<file path="config.mk">
export PLATFORM = sky130hd
export DESIGN_NAME = clk_period_meter_flat
export DESIGN_NICKNAME = d
export VERILOG_FILES = /design/src/rtl/clk_meas_pkg.sv /design/src/rtl/clk_period_meter_if.sv /design/src/rtl/sig_sync_edge.sv /design/src/rtl/clk_period_meter.sv /design/src/flat_wrapper.sv
export SDC_FILE = /design/constraint.sdc
export NUM_CORES = 1
export LEC_CHECK = 0
export ABC_AREA = 0
export BUFFER_PORTS_ARGS = -buffer_cell sky130_fd_sc_hd__buf_2
export CAP_MARGIN = 0
export CORE_MARGIN = 5
export CORE_UTILIZATION = 31
export CTS_CLUSTER_DIAMETER = 100
export DETAILED_ROUTE_END_ITERATION = 8
export HOLD_SLACK_MARGIN = 0.15
export PLACE_DENSITY_LB_ADDON = 0.1
export RECOVER_POWER = 100
export SLEW_MARGIN = 20
export SYNTH_ARGS = -nofsm -noshare
export SYNTH_HDL_FRONTEND = slang
export SYNTH_SLANG_ARGS = --single-unit
</file>
<file path="constraint.sdc">
create_clock -name clk -period 3.1 [get_ports clk]
set_input_delay 0.31 -clock clk [delete_from_list [all_inputs] [get_ports clk]]
set_output_delay 0.31 -clock clk [all_outputs]
set_load 0.02 [all_outputs]
</file>
<file path="src/rtl/clk_meas_pkg.sv">
// Shared types and defaults for the clock divider / period meter pair.
package clk_meas_pkg;

  typedef enum logic {
    IDLE = 1'b0,
    MEAS = 1'b1
  } state_t;

  localparam int CNT_W_DEF    = 32;
  localparam int AVG_LOG2_DEF = 2;
  localparam int TIMEOUT_DEF  = 50_000_000;

  // Index of the last period in an averaging window (window length minus one).
  function automatic int win_last(input int avg_log2);
    return int'((32'd1 << avg_log2) - 32'd1);
  endfunction

endpackage

</file>
<file path="src/rtl/clk_period_meter_if.sv">
// Measurement bus of the period meter: stimulus in, averaged result and status out.
interface clk_period_meter_if import clk_meas_pkg::*; #(
  parameter int CNT_W = CNT_W_DEF
) ();

  logic             sig_in;
  logic             en;
  logic [CNT_W-1:0] period_avg;
  logic             period_valid;
  logic             no_signal;
  logic             busy;

  modport master (
    output sig_in, en,
    input  period_avg, period_valid, no_signal, busy
  );

  modport slave (
    input  sig_in, en,
    output period_avg, period_valid, no_signal, busy
  );

endinterface

</file>
<file path="src/rtl/sig_sync_edge.sv">
// Two-flop synchroniser for an asynchronous input plus rising-edge detect.
module sig_sync_edge (
  input  logic clk,
  input  logic rst_n,
  input  logic async_in,
  output logic rise
);

  logic s1_r;
  logic s2_r;
  logic s3_r;

  // Synchroniser chain with one extra delay flop for edge detection.
  always_ff @(posedge clk or negedge rst_n) begin
    if (!rst_n) begin
      s1_r <= 1'b0;
      s2_r <= 1'b0;
      s3_r <= 1'b0;
    end else begin
      s1_r <= async_in;
      s2_r <= s1_r;
      s3_r <= s2_r;
    end
  end

  assign rise = s2_r & ~s3_r;

endmodule

</file>
<file path="src/rtl/clk_period_meter.sv">
// Measures the period of sig_in in clk cycles, averaged over 2^AVG_LOG2 periods,
// and flags loss of signal after TIMEOUT_CYC cycles without a rising edge.
module clk_period_meter import clk_meas_pkg::*; #(
  parameter int CNT_W       = CNT_W_DEF,
  parameter int AVG_LOG2    = AVG_LOG2_DEF,
  parameter int TIMEOUT_CYC = TIMEOUT_DEF
) (
  input  logic                clk,
  input  logic                rst_n,
  clk_period_meter_if.slave   bus
);

  localparam int SUM_W  = CNT_W + AVG_LOG2;
  localparam int NPER_W = AVG_LOG2 + 1;
  localparam logic [NPER_W-1:0] NPER_LAST   = NPER_W'(win_last(AVG_LOG2));
  localparam logic [CNT_W-1:0]  TIMEOUT_VAL = CNT_W'(TIMEOUT_CYC);

  state_t             state_r;
  logic [CNT_W-1:0]   cnt_r;
  logic [SUM_W-1:0]   sum_r;
  logic [NPER_W-1:0]  nper_r;
  logic [CNT_W-1:0]   period_avg_r;
  logic               period_valid_r;
  logic               no_signal_r;
  logic               busy_r;
  logic               rise_s;
  logic [SUM_W-1:0]   sum_next_s;
  logic [CNT_W-1:0]   avg_s;

  sig_sync_edge u_sync (
    .clk      (clk),
    .rst_n    (rst_n),
    .async_in (bus.sig_in),
    .rise     (rise_s)
  );

  // Accumulator including the period that ends on this rise, and its truncated mean.
  always_comb begin
    sum_next_s = sum_r + SUM_W'(cnt_r);
    avg_s      = CNT_W'(sum_next_s >> AVG_LOG2);
  end

  // Measurement FSM: arm on first rise, count cycles between rises, publish each full window.
  always_ff @(posedge clk or negedge rst_n) begin
    if (!rst_n) begin
      state_r        <= IDLE;
      cnt_r          <= '0;
      sum_r          <= '0;
      nper_r         <= '0;
      period_avg_r   <= '0;
      period_valid_r <= 1'b0;
      no_signal_r    <= 1'b1;
      busy_r         <= 1'b0;
    end else if (!bus.en) begin
      state_r        <= IDLE;
      cnt_r          <= '0;
      sum_r          <= '0;
      nper_r         <= '0;
      period_valid_r <= 1'b0;
      no_signal_r    <= 1'b1;
      busy_r         <= 1'b0;
    end else begin
      case (state_r)
        IDLE: begin
          period_valid_r <= 1'b0;
          sum_r          <= '0;
          nper_r         <= '0;
          if (rise_s) begin
            state_r     <= MEAS;
            cnt_r       <= CNT_W'(1'b1);
            no_signal_r <= 1'b0;
            busy_r      <= 1'b1;
          end else begin
            cnt_r <= '0;
          end
        end
        MEAS: begin
          if (rise_s) begin
            // The rise that closes one period also opens the next one.
            cnt_r <= CNT_W'(1'b1);
            if (nper_r == NPER_LAST) begin
              period_avg_r   <= avg_s;
              period_valid_r <= 1'b1;
              sum_r          <= '0;
              nper_r         <= '0;
            end else begin
              period_valid_r <= 1'b0;
              sum_r          <= sum_next_s;
              nper_r         <= nper_r + NPER_W'(1'b1);
            end
          end else if (cnt_r == TIMEOUT_VAL) begin
            state_r        <= IDLE;
            cnt_r          <= '0;
            sum_r          <= '0;
            nper_r         <= '0;
            period_valid_r <= 1'b0;
            no_signal_r    <= 1'b1;
            busy_r         <= 1'b0;
          end else begin
            cnt_r          <= cnt_r + CNT_W'(1'b1);
            period_valid_r <= 1'b0;
          end
        end
        default: begin
          state_r        <= IDLE;
          cnt_r          <= '0;
          sum_r          <= '0;
          nper_r         <= '0;
          period_valid_r <= 1'b0;
          no_signal_r    <= 1'b1;
          busy_r         <= 1'b0;
        end
      endcase
    end
  end

  assign bus.period_avg   = period_avg_r;
  assign bus.period_valid = period_valid_r;
  assign bus.no_signal    = no_signal_r;
  assign bus.busy         = busy_r;

endmodule

</file>
<file path="src/flat_wrapper.sv">
// flat-port wrapper written by rule: the top's interface ports become plain ports
module clk_period_meter_flat import clk_meas_pkg::*;
#(
  parameter int CNT_W       = CNT_W_DEF,
  parameter int AVG_LOG2    = AVG_LOG2_DEF,
  parameter int TIMEOUT_CYC = TIMEOUT_DEF
)
  (clk, rst_n, bus_sig_in, bus_en, bus_period_avg, bus_period_valid, bus_no_signal, bus_busy);
  clk_period_meter_if #(.CNT_W(CNT_W)) bus_i ();
  input  logic clk;
  input  logic rst_n;
  input wire logic [$bits(bus_i.sig_in)-1:0] bus_sig_in;
  input wire logic [$bits(bus_i.en)-1:0] bus_en;
  output wire logic [$bits(bus_i.period_avg)-1:0] bus_period_avg;
  output wire logic [$bits(bus_i.period_valid)-1:0] bus_period_valid;
  output wire logic [$bits(bus_i.no_signal)-1:0] bus_no_signal;
  output wire logic [$bits(bus_i.busy)-1:0] bus_busy;
  assign bus_i.sig_in = bus_sig_in;
  assign bus_i.en = bus_en;
  assign bus_period_avg = bus_i.period_avg;
  assign bus_period_valid = bus_i.period_valid;
  assign bus_no_signal = bus_i.no_signal;
  assign bus_busy = bus_i.busy;
  clk_period_meter #(.CNT_W(CNT_W), .AVG_LOG2(AVG_LOG2), .TIMEOUT_CYC(TIMEOUT_CYC)) u_core (.clk(clk), .rst_n(rst_n), .bus(bus_i));
endmodule
</file>
# After elaboration in Yosys (flattened, before gate mapping)

Index checks and enable logic that the tools add are counted.

Add/sub/neg operators: 3
Equality and inequality tests: 6
Mux-type cells: 34
Bitwise logic cells: 3
Reduce and logical (&&, ||, !) cells: 2

Operator list:

| kind                                                                     | count |
|---|---|
| 34-bit two-way mux                                                       | 4 |
| 32-bit two-way mux                                                       | 3 |
| 34-bit case mux with 2 select lines                                      | 1 |
| 32-bit case mux with 2 select lines                                      | 1 |
| 34-bit by 32-bit adder with 34-bit output                                | 1 |
| 32-bit by 1-bit adder with 32-bit output (second input constant)         | 1 |
| 32-bit by 26-bit equality test with 1-bit output (second input constant) | 1 |
| 1-bit two-way mux                                                        | 16 |
| 3-bit two-way mux                                                        | 4 |
| 1-bit case mux with 2 select lines                                       | 4 |
| 3-bit != test (second input constant)                                    | 2 |
| 3-bit case mux with 2 select lines                                       | 1 |
| 4-bit != test (second input constant)                                    | 1 |
| 4-bit AND reduction                                                      | 1 |
| 3-bit by 1-bit adder with 3-bit output (second input constant)           | 1 |
| 3-bit by 2-bit equality test with 1-bit output (second input constant)   | 1 |
| 3-bit by 2-bit != test with 1-bit output (second input constant)         | 1 |
| 3-bit AND reduction                                                      | 1 |
| 1-bit inverter                                                           | 2 |
| 1-bit AND                                                                | 1 |

Bits in registers: 108
Input port bits: 4
Output and inout bits: 35
Logic and storage cells: 59

# Logic depth before layout (Yosys ltp)

Depth in word-level cells: 5
Mapped depth: 10
Mapped depth without buffers: 9

# By module

A second synthesis with hierarchy kept.

Cells, all modules: 656
Area total of the unflattened synthesis: 6,221.0 um^2

By module, submodules not included:

| module           | instances | cells an instance | area each (um^2) | sequential area each (um^2) |
|---|---|---|---|---|
| clk_period_meter | 1         | 652               | 6,132.1          | 2,628.8 |
| sig_sync_edge    | 1         | 4                 | 88.8             | 75.1 |

# Worst setup path after synthesis

OpenSTA, ideal clock, no wires.

Path kind: reg2reg
From: register u_core.cnt_r[0]
To: register u_core.period_avg_r[26] (netlist: u_core.bus.period_avg[26])
Library setup time: 0.125 ns
Arrival time: 2.550 ns
Required time: 2.975 ns
Setup slack: 0.425 ns
Cell stages (with the launch flop): 10
Path buffers: 0
Clock period less this slack: 2.675 ns
Cell sequence: dfrtp_1 ha_1 fa_1 a211oi_1 o21ai_1 o221a_2 o21a_1 a211oi_4 xnor2_1 mux2_2

Word-level cells in the longest chain between the ends: 1

RTL lines:

| element                                   | line                    | RTL |
|---|---|---|
| start: declaration                        | clk_period_meter.sv:19  | `logic [CNT_W-1:0] cnt_r;` |
| start signal: assignment                  | clk_period_meter.sv:70  | `cnt_r <= CNT_W'(1'b1);` |
| start signal: assignment                  | clk_period_meter.sv:80  | `cnt_r <= CNT_W'(1'b1);` |
| start signal: assignment                  | clk_period_meter.sv:100 | `cnt_r <= cnt_r + CNT_W'(1'b1);` |
| 34-bit by 32-bit adder with 34-bit output | clk_period_meter.sv:39  | `sum_next_s = sum_r + SUM_W'(cnt_r);` |
| end signal: assignment                    | clk_period_meter.sv:82  | `period_avg_r <= avg_s;` |
| end: declaration                          | clk_period_meter.sv:22  | `logic [CNT_W-1:0] period_avg_r;` |

Every way passes these cells.
A chain may end at the register's enable or synchronous reset.

# Worst setup path after layout

Ends and elaborated chain as after synthesis.

==> results by group <==
STA
  – Fin Setup TNS: 0 ps
  – Max Slew Vio Count: 0
  – Final setup fails: 0
  – RSZ-0062 raised after global routing: no
  – Final Skew: 6.603 ps
  – Final hold vios: 0
  – Top achievable clock speed: 342.9 MHz
  – Final min period: 2916 ps
  – Worst hold slack: between 200 and 250 ps
  – Final period util: approximately 94%
  – Slew @ Worst Pin: between 1000 and 1500 ps
  – Relative slew slack: ~3.6%

Worst hold path
  – Min-delay src: bus_en
  – Hold Path Sink: u_core.bus.no_signal
  – Hold depth: 2
  – Min-Delay Path Class: in2reg

Setup path
  – R2r startpoint: u_core.cnt_r[0]
  – Buf+Inv Stages, Crit Path: 0
  – Setup CP Type: reg2reg
  – Largest stage delay on the critical path: approximately 430 ps
  – Flop2flop setup slack: around 180 ps
  – Crit-path cells: ha_1 -> fa_2 -> a211oi_1 -> o21ai_1 -> o221a_2 -> o21a_1 -> a211oi_4 -> xnor2_1 -> mux2_2
  – Crit start category: register
  – Critical path arrival: 3160 ps
  – Slowest CP cell: dfrtp_1
  – Reg2reg path depth: 9
  – Worst EP required: between 3000 and 4000 ps
  – Capture point of the worst reg-to-reg path: u_core.bus.period_avg[26]
  – CP Max Fanout: 5
  – Family with the most delay on the worst path: compound AO/OA/AOI/OAI gates
  – Crit. End Element: register

Cells and area
  – Layout cells sized above 1: 9.223%
  – Design Area, Final: 0.007401 mm^2
  – Final nets: approximately 790
  – Fillers: 2237
  – Multi-input gate area: ~0.0037 mm^2
  – Fin util: between 30% and 40%
  – Area grow syn2layout: 12.80%
  – Ant. Diodes: 0
  – Seq. cell area: between 0.002 and 0.003 mm^2

Die
  – Core region area: ~0.021 mm^2
  – Die W: 155.5 um
  – Num rows: 53
  – Starting density of the core: between 30 and 40%
  – Die Area: roughly 0.024 mm^2
  – Die height: approximately 160 um
  – IO Count: 39

Yosys
  – Yosys top cell area share: slightly above 40%
  – Yosys top cell by area: dfrtp_1
  – Synth Area in XOR/XNOR: approximately 6.8%
  – Adder-Cell Fraction of Synth Area: under 10%
  – Syn nets: 750
  – Synth Area in Compound Gates: ~21%
  – Seq cells post-synth: 108
  – Post-Synthesis Cells: between 700 and 800
  – Asr flop ratio synth: 100.0%
  – Area share of and/or/nand/nor cells after synthesis: around a fifth
  – Area contributors post-synth: dfrtp_1 (41%), ha_1 (6.7%), nand2_1 (5.0%), xnor2_1 (4.1%), nor2_1 (3.8%)
  – Synth cell types: 73
  – Warning count from the yosys run: 0
  – Synth Cell Area: between 0.006 and 0.007 mm^2
  – Top-count cell post-synth: dfrtp_1
  – Most used DFF post-synth: dfrtp_1
  – Post-synth top cells: dfrtp_1 (107), nand2_1 (88), nor2_1 (67), o21ai_0 (37), ha_1 (35)
  – Largest family of logic cells by synthesized area: compound AO/OA/AOI/OAI gates
  – Proportion of synthesized area in mux cells: between 2 and 2.5%
  – Syn Area/Cell: approximately 9.2 um^2
  – Count of flip-flops with a built-in enable after synthesis: 0
  – Register area share after synthesis: between 40% and 50%

Detailed routing
  – # DRC: 0
  – Via/cell ratio: around 5.3
  – Final WL: 19.07 mm
  – Wirelength per Cell: ~18 um
  – Antenna Violating Nets Remaining: 0
  – Via count: 5469
  – First-pass DRT Iterations: 5
  – DR iter-0 viols: around 300

Pwr
  – Pwr dens: ~370 mW/mm^2
  – Logic pwr share: roughly 2.7%
  – Power Total: ~2700 uW
  – Worst VDD drop: ~0.22 mV
  – Sw Pwr: about 630 uW
  – Sequential power share: 52.3%
  – LEAKAGE: 0.003349 uW
  – Internal power: roughly 2100 uW
  – Switching Share: around 23%
  – Clock network power share: around 45%

CTS
  – Clk sinks: between 100 and 150
  – Insertion delay to the later sink of the worst-skew pair: 360 ps
  – CTS tree: built
  – Clock Tree Buf Depth: 2
  – Clk root buf: clkbuf_16
  – H-Tree Depth: 3
  – CTS Buf Count: 9
  – Clk slew on worst S/H paths: approximately 70 ps

Placement
  – Placed cell area: roughly 0.0072 mm^2
  – Dpl hpwl: between 10 and 15 mm
  – Port bufs: 38
  – RePlAce Congestion: around 0.89

Global route
  – Initial antenna violation count: 0
  – Total grt overflow: 0
  – First-pass GRT wire length: about 30 mm
  – Number of global-route vias before repair: 5415
  – Largest net degree at the start of global routing: 58
  – GRT Util Overall: around 16%

Job
  – Max Cap Viol: 0

Outcome
  – Status: finished clean
-- registers in the layout (all words and copies together), names as in the netlist --
signal / count
u_core.bus.busy: 1
u_core.bus.no_signal: 1
u_core.bus.period_avg: 32
u_core.bus.period_valid: 1
u_core.cnt_r: 32
u_core.nper_r: 3
u_core.state_r: 1
u_core.sum_r: 34
u_core.u_sync.s1_r: 1
u_core.u_sync.s2_r: 1
u_core.u_sync.s3_r: 1
-- layout make-up --
class / count / area share, %
Sequential cell: 108 / 36.53
Timing Repair Buffer: 64 / 4.379
Tap cell: 275 / 4.649
Clock buffer: 12 / 3.331
Multi-Input combinational cell: 553 / 49.45
Inverter: 18 / 0.9129
Clock inverter: 4 / 0.7439
-- cells by family after synthesis --
group                    after synthesis
flip-flops                           108
AND/OR/NAND/NOR                      266
multiplexers                          12
adder cells (fa/ha/maj)               36
AO/OA/AOI/OAI                        188
buffers and inverters                 49
XOR/XNOR                              51
-- power by group through the flow --
| stage | clock network, uW | registers, uW | logic [uW] |
|---|---|---|---|
| floorplan | 0 | 1450 | 25.3 |
| global placement | 0 | 1450 | 79.6 |
| detailed placement | 0 | 1450 | 80.5 |
| CTS | 1260 | 1420 | 82.8 |
| global route | 1310 | 1420 | 84.3 |
| finish | 1220 | 1420 | 72.4 |
-- worst max-delay path by stage --
stage,from,endpoint,slack [ps],cells after the start
CTS,u_core.cnt_r[0],u_core.bus.period_avg[26],130,9
detailed placement,u_core.cnt_r[0],u_core.bus.period_avg[26],170,9
global placement,u_core.cnt_r[0],u_core.bus.period_avg[26],210,9
global route,u_core.cnt_r[6],u_core.sum_r[33],10,8
finish,u_core.cnt_r[0],u_core.bus.period_avg[26],180,9
floorplan,u_core.cnt_r[0],u_core.bus.period_avg[26],430,9
-- per-stage QoR --
| stage | cells | setup WS, ps |
|---|---|---|
| 2_1_floorplan | 710 | 425.0 |
| 3_3_place_gp | 1015 | 211.1 |
| 3_5_place_dp | 1015 | 173.4 |
| 4_1_cts | 1033 | 133.3 |
| 5_1_grt | 1034 | 10.50 |
| 6_report | 1034 | 183.9 |
-- layout by cell type, fill, tap and decap left out, types with 4 or more instances in the layout --
| cell | instances |
|---|---|
| nand2_1 | 88 |
| and4_1 | 4 |
| a21o_1 | 18 |
| a211oi_1 | 5 |
| and2_1 | 8 |
| clkbuf_1 | 41 |
| o211ai_1 | 7 |
| nand4_1 | 9 |
| mux2_2 | 10 |
| clkbuf_2 | 4 |
| a22o_1 | 21 |
| ha_1 | 35 |
| o21ai_0 | 37 |
| or3_1 | 5 |
| o21a_1 | 8 |
| nor2b_1 | 6 |
| xor2_1 | 20 |
| o31ai_1 | 5 |
| inv_1 | 18 |
| clkbuf_16 | 9 |
| nor3_1 | 16 |
| a31oi_1 | 5 |
| o21bai_1 | 4 |
| or4_1 | 6 |
| nor2_1 | 65 |
| nand3_1 | 32 |
| dfrtp_1 | 107 |
| and3_1 | 9 |
| a21oi_1 | 32 |
| xnor2_1 | 31 |
| buf_4 | 15 |
-- metal layers --
metal | vias up | GRT usage (%) | wire length (um)
met4 | 0 | 5.169 | 448
li1 | 2650 | - | -
met1 | 2678 | 22.37 | 9161
met5 | - | 0 | 0
met2 | 120 | 25.55 | 8738
met3 | 21 | 2.782 | 725
-- timing repair --
action	4_1_cts	5_1_grt
hold buffers	2	0
setup buffers	0	1
endpoints found under the setup margin	0	2
endpoints found under the hold margin	57	0
resized for setup	0	2
Power figures use the tool's default switching activity.
